`config.mk`:
```
export PLATFORM = sky130hd
export DESIGN_NAME = disk_uart_rx_flat
export DESIGN_NICKNAME = d
export VERILOG_FILES = /design/src/rtl/disk_uart_rx_if.sv /design/src/rtl/disk_uart_rx.sv /design/src/flat_wrapper.sv
export SDC_FILE = /design/constraint.sdc
export NUM_CORES = 1
export LEC_CHECK = 0
export BUFFER_PORTS_ARGS = -buffer_cell sky130_fd_sc_hd__buf_2
export CAP_MARGIN = 15
export CELL_PAD_IN_SITES_DETAIL_PLACEMENT = 1
export CELL_PAD_IN_SITES_GLOBAL_PLACEMENT = 1
export CORE_MARGIN = 5
export CORE_UTILIZATION = 40
export CTS_BUF_LIST = sky130_fd_sc_hd__clkbuf_2 sky130_fd_sc_hd__clkbuf_4 sky130_fd_sc_hd__clkbuf_8
export CTS_CLUSTER_SIZE = 25
export DETAILED_ROUTE_END_ITERATION = 8
export PLACE_DENSITY_LB_ADDON = 0.1
export SETUP_SLACK_MARGIN = 0.05
export SLEW_MARGIN = 20
export SYNTH_ARGS = -nofsm -noshare
export SYNTH_HDL_FRONTEND = slang
export SYNTH_SLANG_ARGS = --single-unit
```
`constraint.sdc`:
```
create_clock -name clk -period 3.3 [get_ports clk]
set_input_delay 0.495 -clock clk [delete_from_list [all_inputs] [get_ports clk]]
set_output_delay 0.495 -clock clk [all_outputs]
set_load 0.05 [all_outputs]
```
`src/rtl/disk_uart_rx_if.sv`:
```
`default_nettype none
// +-----------------------------------------------------------------------+
// | disk_uart_rx_if : serial-in / sector-buffer-write bundle              |
// | Rev 1.0                                                               |
// +-----------------------------------------------------------------------+
interface disk_uart_rx_if #(
  parameter int ADDR_W = 7
);
  logic              RxD;
  logic              start;
  logic              wr_en;
  logic [ADDR_W-1:0] wr_addr;
  logic [31:0]       wr_data;
  logic              sector_done;
  logic              busy;
  logic              frame_err;

  modport master (
    output RxD, start,
    input  wr_en, wr_addr, wr_data, sector_done, busy, frame_err
  );

  modport slave (
    input  RxD, start,
    output wr_en, wr_addr, wr_data, sector_done, busy, frame_err
  );
endinterface
`default_nettype wire

```
`src/rtl/disk_uart_rx.sv`:
```
`default_nettype none
// +-----------------------------------------------------------------------+
// | disk_uart_rx : 8N1 receiver packing bytes into sector-buffer words    |
// | Rev 1.0                                                               |
// +-----------------------------------------------------------------------+
module disk_uart_rx #(
  parameter int CLK_DIV = 434,
  parameter int WORDS   = 128,
  parameter int ADDR_W  = 7
) (
  input  logic          clk,
  input  logic          rst_n,
  disk_uart_rx_if.slave bus
);

  localparam int                TMR_W       = $clog2(CLK_DIV);
  localparam logic [TMR_W-1:0]  HALF_RELOAD = TMR_W'(CLK_DIV / 2 - 1);
  localparam logic [TMR_W-1:0]  FULL_RELOAD = TMR_W'(CLK_DIV - 1);
  localparam logic [TMR_W-1:0]  TMR_ONE     = TMR_W'(1);
  localparam logic [ADDR_W-1:0] LAST_WORD   = ADDR_W'(WORDS - 1);
  localparam logic [ADDR_W-1:0] ADDR_ONE    = ADDR_W'(1);

  localparam logic [2:0] S_IDLE    = 3'd0;
  localparam logic [2:0] S_START   = 3'd1;
  localparam logic [2:0] S_DATA    = 3'd2;
  localparam logic [2:0] S_STOP    = 3'd3;
  localparam logic [2:0] S_WAIT_HI = 3'd4;

  logic             sync1_q, sync2_q, rxs;
  logic [1:0]       settle_q;
  logic             line_hi_q;

  logic [2:0]       state_q, state_d;
  logic [TMR_W-1:0] timer_q, timer_d;
  logic [2:0]       bitcnt_q, bitcnt_d;
  logic [7:0]       shreg_q, shreg_d;
  logic             tick;
  logic             byte_ok;
  logic             stop_bad;

  logic [23:0]       lanes_q;
  logic [1:0]        byte_idx_q;
  logic [ADDR_W-1:0] word_idx_q;
  logic              busy_q;
  logic              frame_err_q;
  logic              wr_en_q;
  logic [ADDR_W-1:0] wr_addr_q;
  logic [31:0]       wr_data_q;
  logic              sector_done_q;

  // line_hi_q gates start detection until the synchronizer holds real
  // line samples and the line has been seen idle, so a frame cut by reset
  // is never picked up half-way through.
  always_ff @(posedge clk or negedge rst_n) begin
    if (!rst_n) begin
      sync1_q   <= 1'b1;
      sync2_q   <= 1'b1;
      settle_q  <= 2'd0;
      line_hi_q <= 1'b0;
    end else begin
      sync1_q <= bus.RxD;
      sync2_q <= sync1_q;
      if (!settle_q[1]) begin
        settle_q <= settle_q + 2'd1;
      end
      if (settle_q[1] && sync2_q) begin
        line_hi_q <= 1'b1;
      end
    end
  end

  assign rxs  = sync2_q;
  assign tick = (timer_q == '0);

  always_ff @(posedge clk or negedge rst_n) begin
    if (!rst_n) begin
      state_q <= S_IDLE;
    end else begin
      state_q <= state_d;
    end
  end

  always_ff @(posedge clk or negedge rst_n) begin
    if (!rst_n) begin
      timer_q  <= '0;
      bitcnt_q <= 3'd0;
      shreg_q  <= 8'd0;
    end else begin
      timer_q  <= timer_d;
      bitcnt_q <= bitcnt_d;
      shreg_q  <= shreg_d;
    end
  end

  always_comb begin
    state_d  = state_q;
    timer_d  = timer_q;
    bitcnt_d = bitcnt_q;
    shreg_d  = shreg_q;
    case (state_q)
      S_IDLE: begin
        if (line_hi_q && !rxs) begin
          timer_d = HALF_RELOAD;
          state_d = S_START;
        end
      end
      S_START: begin
        if (!tick) begin
          timer_d = timer_q - TMR_ONE;
        end else if (rxs) begin
          state_d = S_IDLE;
        end else begin
          timer_d  = FULL_RELOAD;
          bitcnt_d = 3'd0;
          state_d  = S_DATA;
        end
      end
      S_DATA: begin
        if (!tick) begin
          timer_d = timer_q - TMR_ONE;
        end else begin
          shreg_d = {rxs, shreg_q[7:1]};
          timer_d = FULL_RELOAD;
          if (bitcnt_q == 3'd7) begin
            state_d = S_STOP;
          end else begin
            bitcnt_d = bitcnt_q + 3'd1;
          end
        end
      end
      S_STOP: begin
        if (!tick) begin
          timer_d = timer_q - TMR_ONE;
        end else begin
          state_d = rxs ? S_IDLE : S_WAIT_HI;
        end
      end
      S_WAIT_HI: begin
        if (rxs) begin
          state_d = S_IDLE;
        end
      end
      default: state_d = S_IDLE;
    endcase
  end

  always_comb begin
    byte_ok  = 1'b0;
    stop_bad = 1'b0;
    if (state_q == S_STOP && tick) begin
      byte_ok  = rxs;
      stop_bad = !rxs;
    end
  end

  // A start coinciding with a registered write lets that write stand but
  // overrides the end-of-sector completion, since the transfer restarts.
  always_ff @(posedge clk or negedge rst_n) begin
    if (!rst_n) begin
      lanes_q       <= 24'd0;
      byte_idx_q    <= 2'd0;
      word_idx_q    <= '0;
      busy_q        <= 1'b0;
      frame_err_q   <= 1'b0;
      wr_en_q       <= 1'b0;
      wr_addr_q     <= '0;
      wr_data_q     <= 32'd0;
      sector_done_q <= 1'b0;
    end else begin
      wr_en_q       <= 1'b0;
      sector_done_q <= 1'b0;

      if (wr_en_q && (wr_addr_q == LAST_WORD) && !bus.start) begin
        sector_done_q <= 1'b1;
        busy_q        <= 1'b0;
      end

      if (bus.start) begin
        byte_idx_q <= 2'd0;
        word_idx_q <= '0;
        busy_q     <= 1'b1;
      end else if (busy_q && byte_ok) begin
        case (byte_idx_q)
          2'd0:    lanes_q[7:0]   <= shreg_q;
          2'd1:    lanes_q[15:8]  <= shreg_q;
          2'd2:    lanes_q[23:16] <= shreg_q;
          default: begin
            wr_en_q    <= 1'b1;
            wr_addr_q  <= word_idx_q;
            wr_data_q  <= {shreg_q, lanes_q};
            word_idx_q <= (word_idx_q == LAST_WORD) ? '0 : word_idx_q + ADDR_ONE;
          end
        endcase
        byte_idx_q <= byte_idx_q + 2'd1;
      end

      if (stop_bad) begin
        frame_err_q <= 1'b1;
      end else if (bus.start) begin
        frame_err_q <= 1'b0;
      end
    end
  end

  assign bus.wr_en       = wr_en_q;
  assign bus.wr_addr     = wr_addr_q;
  assign bus.wr_data     = wr_data_q;
  assign bus.sector_done = sector_done_q;
  assign bus.busy        = busy_q;
  assign bus.frame_err   = frame_err_q;

endmodule
`default_nettype wire

```
`src/flat_wrapper.sv`:
```
// flat-port wrapper written by rule: the top's interface ports become plain ports
module disk_uart_rx_flat 
#(
  parameter int CLK_DIV = 434,
  parameter int WORDS   = 128,
  parameter int ADDR_W  = 7
)
  (clk, rst_n, bus_RxD, bus_start, bus_wr_en, bus_wr_addr, bus_wr_data, bus_sector_done, bus_busy, bus_frame_err);
  disk_uart_rx_if #(.ADDR_W(ADDR_W)) bus_i ();
  input  logic clk;
  input  logic rst_n;
  input wire logic [$bits(bus_i.RxD)-1:0] bus_RxD;
  input wire logic [$bits(bus_i.start)-1:0] bus_start;
  output wire logic [$bits(bus_i.wr_en)-1:0] bus_wr_en;
  output wire logic [$bits(bus_i.wr_addr)-1:0] bus_wr_addr;
  output wire logic [$bits(bus_i.wr_data)-1:0] bus_wr_data;
  output wire logic [$bits(bus_i.sector_done)-1:0] bus_sector_done;
  output wire logic [$bits(bus_i.busy)-1:0] bus_busy;
  output wire logic [$bits(bus_i.frame_err)-1:0] bus_frame_err;
  assign bus_i.RxD = bus_RxD;
  assign bus_i.start = bus_start;
  assign bus_wr_en = bus_i.wr_en;
  assign bus_wr_addr = bus_i.wr_addr;
  assign bus_wr_data = bus_i.wr_data;
  assign bus_sector_done = bus_i.sector_done;
  assign bus_busy = bus_i.busy;
  assign bus_frame_err = bus_i.frame_err;
  disk_uart_rx #(.CLK_DIV(CLK_DIV), .WORDS(WORDS), .ADDR_W(ADDR_W)) u_core (.clk(clk), .rst_n(rst_n), .bus(bus_i));
endmodule
```
# Word level (Yosys, flattened, before mapping)

Cells that the tools add are included.

Output and inout bits: 43
Logic and storage cells: 110
Bits in registers: 104
Input port bits: 4

Bitwise gates (word level): 2
Add/sub/neg operators: 5
Reduce and logical (&&, ||, !) cells: 26
Muxes and demuxes: 37
Equal/unequal tests: 20

Operators by type and width:

| operator                                                               | count |
|---|---|
| 9-bit two-way mux                                                      | 5 |
| 9-bit case mux with 4 select lines                                     | 1 |
| 3-bit two-way mux                                                      | 11 |
| 7-bit two-way mux                                                      | 4 |
| 3-bit case mux with 5 select lines                                     | 1 |
| 7-bit equality test (second input constant)                            | 2 |
| 2-bit by 1-bit != test with 1-bit output (second input constant)       | 7 |
| 3-bit AND reduction                                                    | 4 |
| 1-bit two-way mux                                                      | 10 |
| 9-bit zero test                                                        | 1 |
| 9-bit by 1-bit subtractor with 9-bit output (second input constant)    | 1 |
| 2-bit two-way mux                                                      | 4 |
| 2-bit nonzero test                                                     | 4 |
| 7-bit by 1-bit adder with 7-bit output (second input constant)         | 1 |
| 3-bit by 2-bit equality test with 1-bit output (second input constant) | 2 |
| 3-bit equality test (second input constant)                            | 2 |
| 1-bit logical AND                                                      | 6 |
| 2-bit != test (second input constant)                                  | 3 |
| 3-bit case mux with 2 select lines                                     | 1 |
| 6-bit AND reduction                                                    | 1 |
| 5-bit AND reduction                                                    | 1 |
| 2-bit by 1-bit adder with 2-bit output (second input constant)         | 2 |
| 2-bit AND reduction                                                    | 2 |
| 4-bit AND reduction                                                    | 1 |
| other kinds (11)                                                       | 13 |

# Logic depth before layout (Yosys ltp)

Word-level depth: 6
Mapped depth: 8

# Worst setup path after synthesis

Ideal clock, no wire load.

Path type: register to register
From: register u_core.timer_q[0]
To: register u_core.wr_data_q[19] (netlist: u_core.bus.wr_data[19])
Buffers on the path: 2
Cell stages (with the launch flop): 9
Data required time: 3.172 ns
Path slack: 0.822 ns
Clock period less this slack: 2.478 ns
Arrival: 2.350 ns
Setup time: 0.128 ns
Path through: dfrtp_1 -> inv_1 -> ha_1 -> or4b_1 -> nor4_4 -> nand3b_2 -> buf_4 -> buf_6 -> mux2_1

Word-level cells in the longest chain between the ends: 5

Ends and longest elaborated chain:

| what                          | RTL line            | RTL |
|---|---|---|
| from (decl)                   | disk_uart_rx.sv:34  | `logic [TMR_W-1:0] timer_q, timer_d;` |
| from (signal assigned)        | disk_uart_rx.sv:89  | `timer_q <= timer_d;` |
| 9-bit zero test               | disk_uart_rx.sv:73  | `assign tick = (timer_q == '0);` |
| 1-bit logical AND             | disk_uart_rx.sv:150 | `if (state_q == S_STOP && tick) begin` |
| 1-bit two-way mux             | disk_uart_rx.sv:150 |  |
| 1-bit logical AND             | disk_uart_rx.sv:182 | `end else if (busy_q && byte_ok) begin` |
| 3-bit AND reduction (no line) | n/a                 |  |
| to (signal assigned)          | disk_uart_rx.sv:190 | `wr_data_q <= {shreg_q, lanes_q};` |
| to (decl)                     | disk_uart_rx.sv:48  | `logic [31:0] wr_data_q;` |

No other way between the ends.
A chain may end at the register's enable or synchronous reset.

# Worst setup path in the final report

From: register u_core.timer_q[0]
To: register u_core.wr_data_q[27] (netlist: u_core.bus.wr_data[27])

The elaborated chain is that of the path after synthesis.

==> impl_metrics.ini <==
[route]
wl_per_cell_um = 17.51
drc = 0
routed_wl_mm = 9.542
final_antenna_net_count = 0
vias = 2926
drt_pass1_iterations = 4
drt-initial-drc-count = 117
via_per_inst = 5.369

[worst_hold_path]
hold_class = in -> async

[sta]
fin_crit_ps = 2612
hold_viol = 0
fin_setup_tns_ps = 0
rsz0062_at_grt = no
holdWs_ps = 151.6
relSlewSlack_pct = 53.33
period_share_pct = 79.14
setup_viol = 0
tightest_slew_ps = 700.1
timing.fmax_mhz = 382.9
fin_skew_ps = 8.125
slew_violations = 0

[worst_setup_path]
crit_path_max_incr_delay_ps = 540
worst_path_most_repeated_cell = buf_4
worst-path-buf-inv = 3
cp_max_fo = 39
start_kind = flop
crit_required_ps = 3560
crit_family = simple AND/OR/NAND/NOR gates
cp_slowest_cell = or4b_1
ff2ff_setup_slack_ps = 690
crit_type = reg -> reg
end_kind = flop
arrival_ps = 2870
worstPathCellList = inv_1 -> ha_1 -> or4b_1 -> nor4_4 -> buf_4 -> nand3b_2 -> buf_4 -> mux2_1

[grt]
grt_max_degree = 56
grt_pass1_vias = 3090
grt_pass1_wl_mm = 16.22
grt_use_total_pct = 15.52
grt_overflow = 0
antenna_found_initial = 0

[place]
dpl.cell_count = 530
place_congestion = 0.8107
dp_hpwl_mm = 6.605
io_buffers = 46

[clock_network]
cts_buffers = 9
htree_levels = 3
clkLatencyLatePin_ps = 370
cts.path.max_buffers = 2
clock-root-buffer = clkbuf_8
cts_sinks = 104
cts_resized = 0
cts_tree = done
cts_setup_buffers = 0
clk_pin_slew_ps = 90
hold_buffers = 0

[final_layout]
stdcell_count = 545
areaGrowthSynthToFinish_pct = 12.73
diodes = 0
nNetsFinal = 413
final_layout_size_suffix_gt1_share_pct = 35.31

[logic_synthesis]
yosys.area.top_type_share_pct = 56.46
synth_nets = 360
async_reset_ff_share_pct = 100.0
synth-edff-count = 0
yosysWarnings = 0
synthTopCellsByArea = dfrtp_1 (56%), mux2_2 (15%), ha_1 (2.2%), a21oi_1 (1.7%), mux2_4 (1.7%)
ys_seq_area_share_pct = 57.63
synth_common_cells = dfrtp_1 (102), mux2_2 (61), a21oi_1 (15), nand2_1 (15), nor2_1 (15)
syn-instance-count = 348
yosysMostFrequentCell = dfrtp_1
syn-cell-area_um2 = 4521
syn_avg_cell_area_um2 = 12.99
synth.largest_area_cell = dfrtp_1
synth_cell_types = 61
ys.flop_type = dfrtp_1
synth_seq_cells = 104

[floorplanning]
core_um2 = 10940
dieWidth_um = 116.3
dieHeight_um = 116.3
dieArea_um2 = 13530
num_rows = 38
io_pins = 47
start_util_pct = 41.34

[power_and_ir_drop]
p_leak_nw = 2.607
intPower_w = 0.001715
power.density_nw_per_um2 = 461.5
power_switching_w = 0.0006371
comb_power_share_pct = 9.5
ir_drop_mv = 0.2986
power_w = 0.002352
switching_share_pct = 27.09
power_frac_seq_pct = 59.7
pwr-share-clk_pct = 30.8

[outcome]
status = finished, final reports clean

[flow_run]
maxCapViolCount = 0
[layout by cell type, fill, tap and decap left out, drive strengths merged, types with 2 or more instances in the layout]
cell type / synthesis / final
dfrtp: 102 / 102
mux2: 71 / 71
buf: 4 / 54
nand2: 15 / 15
nor2: 15 / 15
a21oi: 15 / 15
clkbuf: 8 / 12
inv: 8 / 8
nand3: 8 / 8
o21ai: 8 / 8
ha: 8 / 8
or3: 7 / 7
nand4: 5 / 5
nor3: 5 / 5
nor4: 5 / 5
nand3b: 5 / 5
a21o: 4 / 4
o31ai: 3 / 3
and3: 3 / 3
o21a: 3 / 3
a31oi: 3 / 3
nor4b: 2 / 2
nor2b: 2 / 2
a22oi: 2 / 2
o31a: 2 / 2
nand2b: 2 / 2
o2bb2ai: 2 / 2
o22ai: 2 / 2
mux2i: 2 / 2
xnor2: 2 / 2
and2: 2 / 2
clkinvlp: 0 / 2
dfstp: 2 / 2
or4: 2 / 2
[registers in the layout, indices dropped and copies added, names as in the netlist, 2 cells and up]
register            count
u_core.state_q          3
u_core.bus.wr_data     32
u_core.bus.wr_addr      7
u_core.timer_q          9
u_core.bitcnt_q         3
u_core.shreg_q          8
u_core.settle_q         2
u_core.lanes_q         24
u_core.byte_idx_q       2
u_core.word_idx_q       7
[worst paths after layout]
path | startpoint | endpoint | cells past startpoint
worst max-delay path | u_core.timer_q[0]$_DFFE_PN0P_ | u_core.bus.wr_data[27]$_DFFE_PN0P_ | 8
min in group clk | bus_RxD | u_core.sync1_q$_DFF_PN1_ | 1
worst max register to register | u_core.timer_q[0]$_DFFE_PN0P_ | u_core.bus.wr_data[27]$_DFFE_PN0P_ | 8
worst min-delay path | rst_n | u_core.lanes_q[12]$_DFFE_PN0P_ | 1
max in group asynchronous | rst_n | u_core.bitcnt_q[1]$_DFFE_PN0P_ | 2
worst min register to register | u_core.sync1_q$_DFF_PN1_ | u_core.rxs$_DFF_PN1_ | 0
[power by group through the flow]
| stage | Sequential, W | Clock (W) | Combinational [W] |
|---|---|---|---|
| 2_1_floorplan | 0.00138 | 0 | 0.000184 |
| 3_3_place_gp | 0.00143 | 0 | 0.000219 |
| 4_1_cts | 0.00140 | 0.000756 | 0.000229 |
| 3_5_place_dp | 0.00143 | 0 | 0.000228 |
| 6_report | 0.00140 | 0.000724 | 0.000225 |
| 5_1_grt | 0.00142 | 0.000807 | 0.000257 |
[metrics by stage]
step	util (%)	area (um2)	setup slack (ps)
final	46.60	5096	688.3
after global routing	46.60	5096	538.7
after CTS	46.60	5096	679.1
after detailed placement	45.08	4930	698.8
after global placement	45.08	4930	747.3
after floorplan	-	4521	822.1
[kinds of logic (layout without fill, tap and decap cells)]
kind of cell	Yosys count	count (layout)	share of synthesized area, %
flip-flops	104	104	57.63
AND/OR/NAND/NOR	87	87	11.32
multiplexers	73	73	18.54
AO/OA/AOI/OAI	53	53	7.750
buffers and inverters	20	77	1.965
adder cells (fa/ha/maj)	8	8	2.214
XOR/XNOR	3	3	0.5813
[area by class of cell]
class | instances | area, um2
fillers | 1173 | 5839
repair buffers | 54 | 292.8
inverters | 8 | 30.03
clock buffers | 12 | 146.4
clock inverters | 3 | 20.02
multi-input cells | 224 | 1827
flip-flops and latches | 104 | 2605
well taps | 140 | 175.2
[routing by layer]
layer	part of all wire, %	track usage [%]	up-vias
li1	-	-	1374
met1	47	21.08	1493
met2	47	24.56	45
met3	3.9	3.316	14
met4	1.8	5.800	0
met5	0	0	-
Note: power is estimated with default switching activity, not from simulation.
